## src/rtl/cpu_bus_pkg.sv

```systemverilog
// Shared types and request classification for the CPU memory/MMIO bus.
package cpu_bus_pkg;

  localparam int MMIO_BIT_DEF = 31;

  typedef enum logic [1:0] {RESP_MEM, RESP_MMIO, RESP_ERR} resp_src_t;
  typedef enum logic       {OWN_IF, OWN_D} owner_t;

  // Registered read response: who asked and where the data comes from.
  typedef struct packed {
    logic      vld;
    owner_t    owner;
    resp_src_t src;
    logic      status;
  } resp_t;

  // Word index is taken from every bit below the MMIO select, so addresses
  // that would alias into the memory's word-address range still flag ERR.
  function automatic resp_src_t classify(input logic [31:0] addr,
                                         input int          mmio_bit,
                                         input logic [31:0] mem_words);
    logic [31:0] word;
    word = (addr & ((32'h1 << mmio_bit) - 32'h1)) >> 2;
    if (((addr >> mmio_bit) & 32'h1) != 32'h0) return RESP_MMIO;
    if (addr[1:0] != 2'b00 || word >= mem_words) return RESP_ERR;
    return RESP_MEM;
  endfunction

endpackage

```

## src/rtl/starve_prio_arb.sv

```systemverilog
// Two-input arbiter: data has priority until fetch has lost STARVE_MAX times in a row.
import cpu_bus_pkg::*;

module starve_prio_arb #(
  parameter int STARVE_MAX = 4
) (
  input  logic clk,
  input  logic reset,
  input  logic if_req,
  input  logic if_elig,
  input  logic d_elig,
  output logic if_gnt,
  output logic d_gnt
);

  localparam int CW = $clog2(STARVE_MAX + 1);

  logic [CW-1:0] starve_cnt;
  logic          if_prio;

  assign if_prio = if_elig && (starve_cnt == CW'(STARVE_MAX));

  always_comb begin
    if_gnt = 1'b0;
    d_gnt  = 1'b0;
    if (!reset) begin
      if (if_prio)      if_gnt = 1'b1;
      else if (d_elig)  d_gnt  = 1'b1;
      else if (if_elig) if_gnt = 1'b1;
    end
  end

  always_ff @(posedge clk) begin
    if (reset || !if_req || if_gnt)
      starve_cnt <= '0;
    else if (d_gnt && starve_cnt != CW'(STARVE_MAX))
      starve_cnt <= starve_cnt + CW'(1);
  end

endmodule

```

## src/rtl/mem_bus_arbiter.sv

```systemverilog
// Fetch/data arbiter onto block RAM and the UART-TX MMIO window, with 1-cycle read return.
import cpu_bus_pkg::*;

module mem_bus_arbiter #(
  parameter int MEM_WORDS  = 3000,
  parameter int MEM_AW     = 12,
  parameter int MMIO_BIT   = MMIO_BIT_DEF,
  parameter int STARVE_MAX = 4
) (
  input  logic              clk,
  input  logic              reset,
  input  logic              if_req,
  input  logic [31:0]       if_addr,
  output logic              if_gnt,
  output logic              if_rvalid,
  output logic [31:0]       if_rdata,
  input  logic              d_req,
  input  logic              d_we,
  input  logic [31:0]       d_addr,
  input  logic [31:0]       d_wdata,
  output logic              d_gnt,
  output logic              d_rvalid,
  output logic [31:0]       d_rdata,
  output logic              bus_err,
  output logic              mem_en,
  output logic              mem_we,
  output logic [MEM_AW-1:0] mem_addr,
  output logic [31:0]       mem_wdata,
  input  logic [31:0]       mem_rdata,
  output logic              uart_we,
  output logic [7:0]        uart_wdata,
  input  logic              uart_full
);

  resp_src_t   if_cls, d_cls;
  logic        d_blocked, d_elig;
  resp_t       rsp;
  logic [31:0] rsp_data;

  // Fetch never touches MMIO; it is reported as an error instead.
  always_comb begin
    if_cls = classify(if_addr, MMIO_BIT, 32'(MEM_WORDS));
    if (if_cls == RESP_MMIO) if_cls = RESP_ERR;
    d_cls = classify(d_addr, MMIO_BIT, 32'(MEM_WORDS));
  end

  // A blocked UART store steps aside so fetch is not held behind it.
  assign d_blocked = (d_cls == RESP_MMIO) && d_we && uart_full;
  assign d_elig    = d_req && !d_blocked;

  starve_prio_arb #(.STARVE_MAX(STARVE_MAX)) u_arb (
    .clk     (clk),
    .reset   (reset),
    .if_req  (if_req),
    .if_elig (if_req),
    .d_elig  (d_elig),
    .if_gnt  (if_gnt),
    .d_gnt   (d_gnt)
  );

  always_comb begin
    mem_en     = 1'b0;
    mem_we     = 1'b0;
    mem_addr   = '0;
    mem_wdata  = '0;
    uart_we    = 1'b0;
    uart_wdata = '0;
    bus_err    = 1'b0;
    if (d_gnt) begin
      case (d_cls)
        RESP_MEM: begin
          mem_en   = 1'b1;
          mem_we   = d_we;
          mem_addr = d_addr[MEM_AW+1:2];
          if (d_we) mem_wdata = d_wdata;
        end
        RESP_MMIO: begin
          if (d_we) begin
            uart_we    = 1'b1;
            uart_wdata = d_wdata[7:0];
          end
        end
        default: bus_err = 1'b1;
      endcase
    end else if (if_gnt) begin
      if (if_cls == RESP_MEM) begin
        mem_en   = 1'b1;
        mem_addr = if_addr[MEM_AW+1:2];
      end else begin
        bus_err = 1'b1;
      end
    end
  end

  always_ff @(posedge clk) begin
    if (reset) begin
      rsp <= '0;
    end else begin
      rsp.vld    <= if_gnt || (d_gnt && !d_we);
      rsp.owner  <= d_gnt ? OWN_D : OWN_IF;
      rsp.src    <= d_gnt ? d_cls : if_cls;
      rsp.status <= uart_full;
    end
  end

  always_comb begin
    case (rsp.src)
      RESP_MEM:  rsp_data = mem_rdata;
      RESP_MMIO: rsp_data = {31'b0, rsp.status};
      default:   rsp_data = '0;
    endcase
  end

  // Reset also masks a response already sitting in the register.
  assign if_rvalid = !reset && rsp.vld && (rsp.owner == OWN_IF);
  assign d_rvalid  = !reset && rsp.vld && (rsp.owner == OWN_D);
  assign if_rdata  = if_rvalid ? rsp_data : '0;
  assign d_rdata   = d_rvalid  ? rsp_data : '0;

endmodule

```

## config.mk

```make
export PLATFORM = sky130hd
export DESIGN_NAME = mem_bus_arbiter
export DESIGN_NICKNAME = d
export VERILOG_FILES = /design/src/rtl/cpu_bus_pkg.sv /design/src/rtl/starve_prio_arb.sv /design/src/rtl/mem_bus_arbiter.sv
export SDC_FILE = /design/constraint.sdc
export NUM_CORES = 1
export LEC_CHECK = 0
export BUFFER_PORTS_ARGS = -buffer_cell sky130_fd_sc_hd__clkbuf_2
export CORE_AREA = 2 2 101 103
export CTS_CLUSTER_DIAMETER = 40
export DETAILED_ROUTE_END_ITERATION = 8
export DIE_AREA = 0 0 103 105
export PLACE_DENSITY = 0.59
export SLEW_MARGIN = 30
export SYNTH_ARGS = -nofsm -noshare
export SYNTH_HDL_FRONTEND = slang
export SYNTH_HIERARCHICAL = 1
export SYNTH_SLANG_ARGS = --single-unit
export TNS_END_PERCENT = 30
```

## constraint.sdc

```tcl
create_clock -name clk -period 2.6 [get_ports clk]
set_clock_uncertainty 0.15 [all_clocks]
set_input_delay 0.13 -clock clk [delete_from_list [all_inputs] [get_ports clk]]
set_output_delay 0.13 -clock clk [all_outputs]
set_load 0.03 [all_outputs]
```

==> flow_summary_export.csv <==
group,metric,value,unit
status,status,"completed",
synth,synth_edf_count,0,
layout,finalNonFillerCells,604,
flow_run,max_cap_viol_count,0,
power_and_ir_drop,p_leak,2.10,nW
synth,synth_commonest_cells,"and3_1, clkbuf_1, a22o_2",
drt,routedWlPerCell,13.4,microns
floorplan,rows,36,
synth,syn_area_per_cell,7.13,sq um
layout,layout.nets,609,
global_route,grt_first_pass_wirelength,11.2,mm
global_route,grt_use_met1,0.133,
setup_path,cp-end-kind,"output port",
sta,tns,0,ps
layout,n_antenna_cell,0,
sta,worst_pin_slew,596,ps
setup_path,max_stage_delay,340,ps
sta,finalCritPeriodShare,0.963,
clock_tree,clock-sinks,8,
layout,postLayoutCoreUtil,0.327,
synth,ys_ff_latch,8,
setup_path,cp.required,2320,ps
sta,drv_slew,0,
power_and_ir_drop,ir_drop,0.133,mV
floorplan,core,9640,sq um
place,dp_hpwl,6.72,mm
setup_path,path_buf_inv,3,
clock_tree,numCtsBuffers,3,
synth,yosys_most_used_dff,"dfxtp_1",
global_route,grt-ovfl-total,0,
global_route,grt_pass1_vias,2373,
setup_path,cp.arrival,2220,ps
synth,yosysMostFrequentCell,"and3_1",
setup_path,worstSetupPathType,"register to output port",
setup_path,critPathTopFamily,"simple AND/OR/NAND/NOR gates",
synth,synth_area,1550,sq um
setup_path,crit_slowest_cell,"dfxtp_1",
place,numPortBuffers,257,
drt,dr_total_vias,2725,
floorplan,die_w,103,microns
drt,routed_wl,8.11,mm
synth,synth_top_area_frac,0.382,
clock_tree,cts_tree,"built",
floorplan,fp.dieH,105,microns
synth,ys_types,41,
clock_tree,cts.reportedPaths.clkPinSlew,40,ps
synth,yosys_warnings,6,
floorplan,die_area,10800,sq um
synth,synth.largest_area_cell,"and3_1",
layout,drive_gt1_frac,0.639,
clock_tree,clockRootBuffer,"clkbuf_8",
floorplan,ios,258,
power_and_ir_drop,powerDensity,162,nW/um^2
worst_hold_path,hold_class,"input port to register",
drt,first_pass_iters,4,
synth,postSynthNetCount,354,
global_route,antenna_found_initial,0,
sta,fin_crit,2500,ps
drt,drc,0,
place,gp_congestion,0.805,
drt,ant_nets,0,
global_route,grt_use_met2,0.253,
synth,yosys-top-cells-area,"and3_1, dfxtp_1, a22o_2, and2_1, clkbuf_1",
sta,setup_viol,0,
floorplan,floorplan.initialDensity,0.161,
sta,fmax,0.400,GHz
clock_tree,htreeDepth,1,
global_route,grt_max_degree,63,
setup_path,path_cells,"inv_1 > ha_1 > and2_4 > a21oi_4 > nand2b_1 > a2111oi_4 > buf_4 > or2_2 > clkbuf_2",
clock_tree,hold_buffers,0,
setup_path,start_kind,"register",
setup_path,critPathMaxFanout,6,
synth,synthArstFlopShare,0,
synth,synth_seq_area_share,0.103,
clock_tree,cts_buffer_depth,2,
place,placed_cells,596,
global_route,grt.total_usage,0.127,
global_route,use_met3,0.0321,
layout,areaGrowthSynthToFinish,103,%
synth,synthCells,218,
sta,maxSlewHeadroom,0.600,
global_route,grt-busiest-layer,"met2",
sta,finalHoldViolCount,0,
drt,avgViaCountPerCell,4.51,
clock_tree,insertion_delay,230,ps
drt,drt_iter0_drc,106,
-- power by group --
group	total, W	switching [W]	leakage [nW]	internal, W
clock	0.000146	0.0000460	0.0216	0.000100
sequential	0.000130	0.00000255	0.0655	0.000128
combinational	0.000234	0.000125	2.01	0.000108
total	0.000510	0.000174	2.10	0.000336
-- state kept, by name, summed over array words and instances (netlist names) --
signal	cells
rsp	5
u_arb/starve_cnt	3
-- metal layers --
metal | share of wire | wire (microns) | vias to the layer above
met5 | 0 | 0 | -
met4 | 0.0053 | 43 | 0
met3 | 0.10 | 833 | 8
met2 | 0.53 | 4290 | 161
met1 | 0.36 | 2950 | 1213
li1 | - | - | 1343
-- final timing paths --
kind / startpoint / endpoint / slack [ps] / depth (start not counted)
worst max-delay path: u_arb/starve_cnt[0]$_SDFFE_PP0P_ / mem_en / 100 / 9
worst min-delay path: uart_full / rsp[0]$_SDFF_PP0_ / 10 / 2
worst max register to register: u_arb/starve_cnt[0]$_SDFFE_PP0P_ / rsp[2]$_SDFF_PP0_ / 710 / 7
worst min register to register: u_arb/starve_cnt[1]$_SDFFE_PP0P_ / u_arb/starve_cnt[1]$_SDFFE_PP0P_ / 370 / 2
-- cells in the final DEF, fill, tap and decap left out, drive strengths merged --
| cell type | instances |
|---|---|
| a2111oi | 1 |
| a211oi | 2 |
| a21boi | 1 |
| a21oi | 5 |
| a22o | 12 |
| a31oi | 2 |
| and2 | 11 |
| and2b | 1 |
| and3 | 95 |
| and3b | 1 |
| and4b | 1 |
| buf | 17 |
| clkbuf | 257 |
| dfxtp | 8 |
| ha | 2 |
| inv | 5 |
| mux2i | 1 |
| nand2 | 2 |
| nand2b | 3 |
| nand3 | 3 |
| nand3b | 2 |
| nand4 | 2 |
| nand4b | 3 |
| nor2 | 2 |
| nor2b | 3 |
| nor3 | 5 |
| nor3b | 3 |
| nor4 | 9 |
| nor4b | 1 |
| o21ai | 4 |
| o22ai | 1 |
| o32ai | 1 |
| or2 | 2 |
| or2b | 1 |
| or4 | 2 |
-- logic make-up (layout without fill, tap and decap cells) --
logic type | Yosys count | after routing | synth area share
DFF | 8 | 8 | 0.103
adders and majority gates | 2 | 2 | 0.0161
and+or+nand+nor | 152 | 152 | 0.641
buffers and inverters | 26 | 279 | 0.0829
AOI/OAI and AO/OA | 29 | 29 | 0.151
muxes | 1 | 1 | 0.00644
-- through the flow --
step / instance area, sq um / setup WS [ps] / power [W] / hold slack, ps
finish: 3160 / 97.2 / 0.000510 / 12.8
global route: 3160 / -8.89 / 0.000549 / 19.5
CTS: 3070 / 22.6 / 0.000511 / 10.3
detailed placement: 2990 / 138 / 0.000361 / 244
global placement: 2990 / 254 / 0.000355 / 242
floorplan: 1570 / 47.0 / 0.000218 / 51.6
-- cell type report --
cell class	instances	area [sq um]
Inverter	5	18.8
Multi-Input combinational cell	184	1320
Timing Repair Buffer	271	1450
Fill cell	1068	6480
Sequential cell	8	160
Clock buffer	3	41.3
Tap cell	133	166
-- worst reg2reg max path, delay by kind of cell, from the launching register on --
family          cells  cell delay, ps
flops               1             340
compound gates      2             400
fa+ha+maj           1             240
simple gates        3             550
buf+inv             1              70
-- what timing repair did --
| item | CTS | global route |
|---|---|---|
| endpoints found under the setup margin | 32 | 46 |
| gates cloned | 0 | 2 |
| pin swaps | 0 | 3 |
| buffers inserted | 0 | 3 |
| resized for setup | 12 | 14 |
No activity file was read; power rests on OpenSTA's default activity.
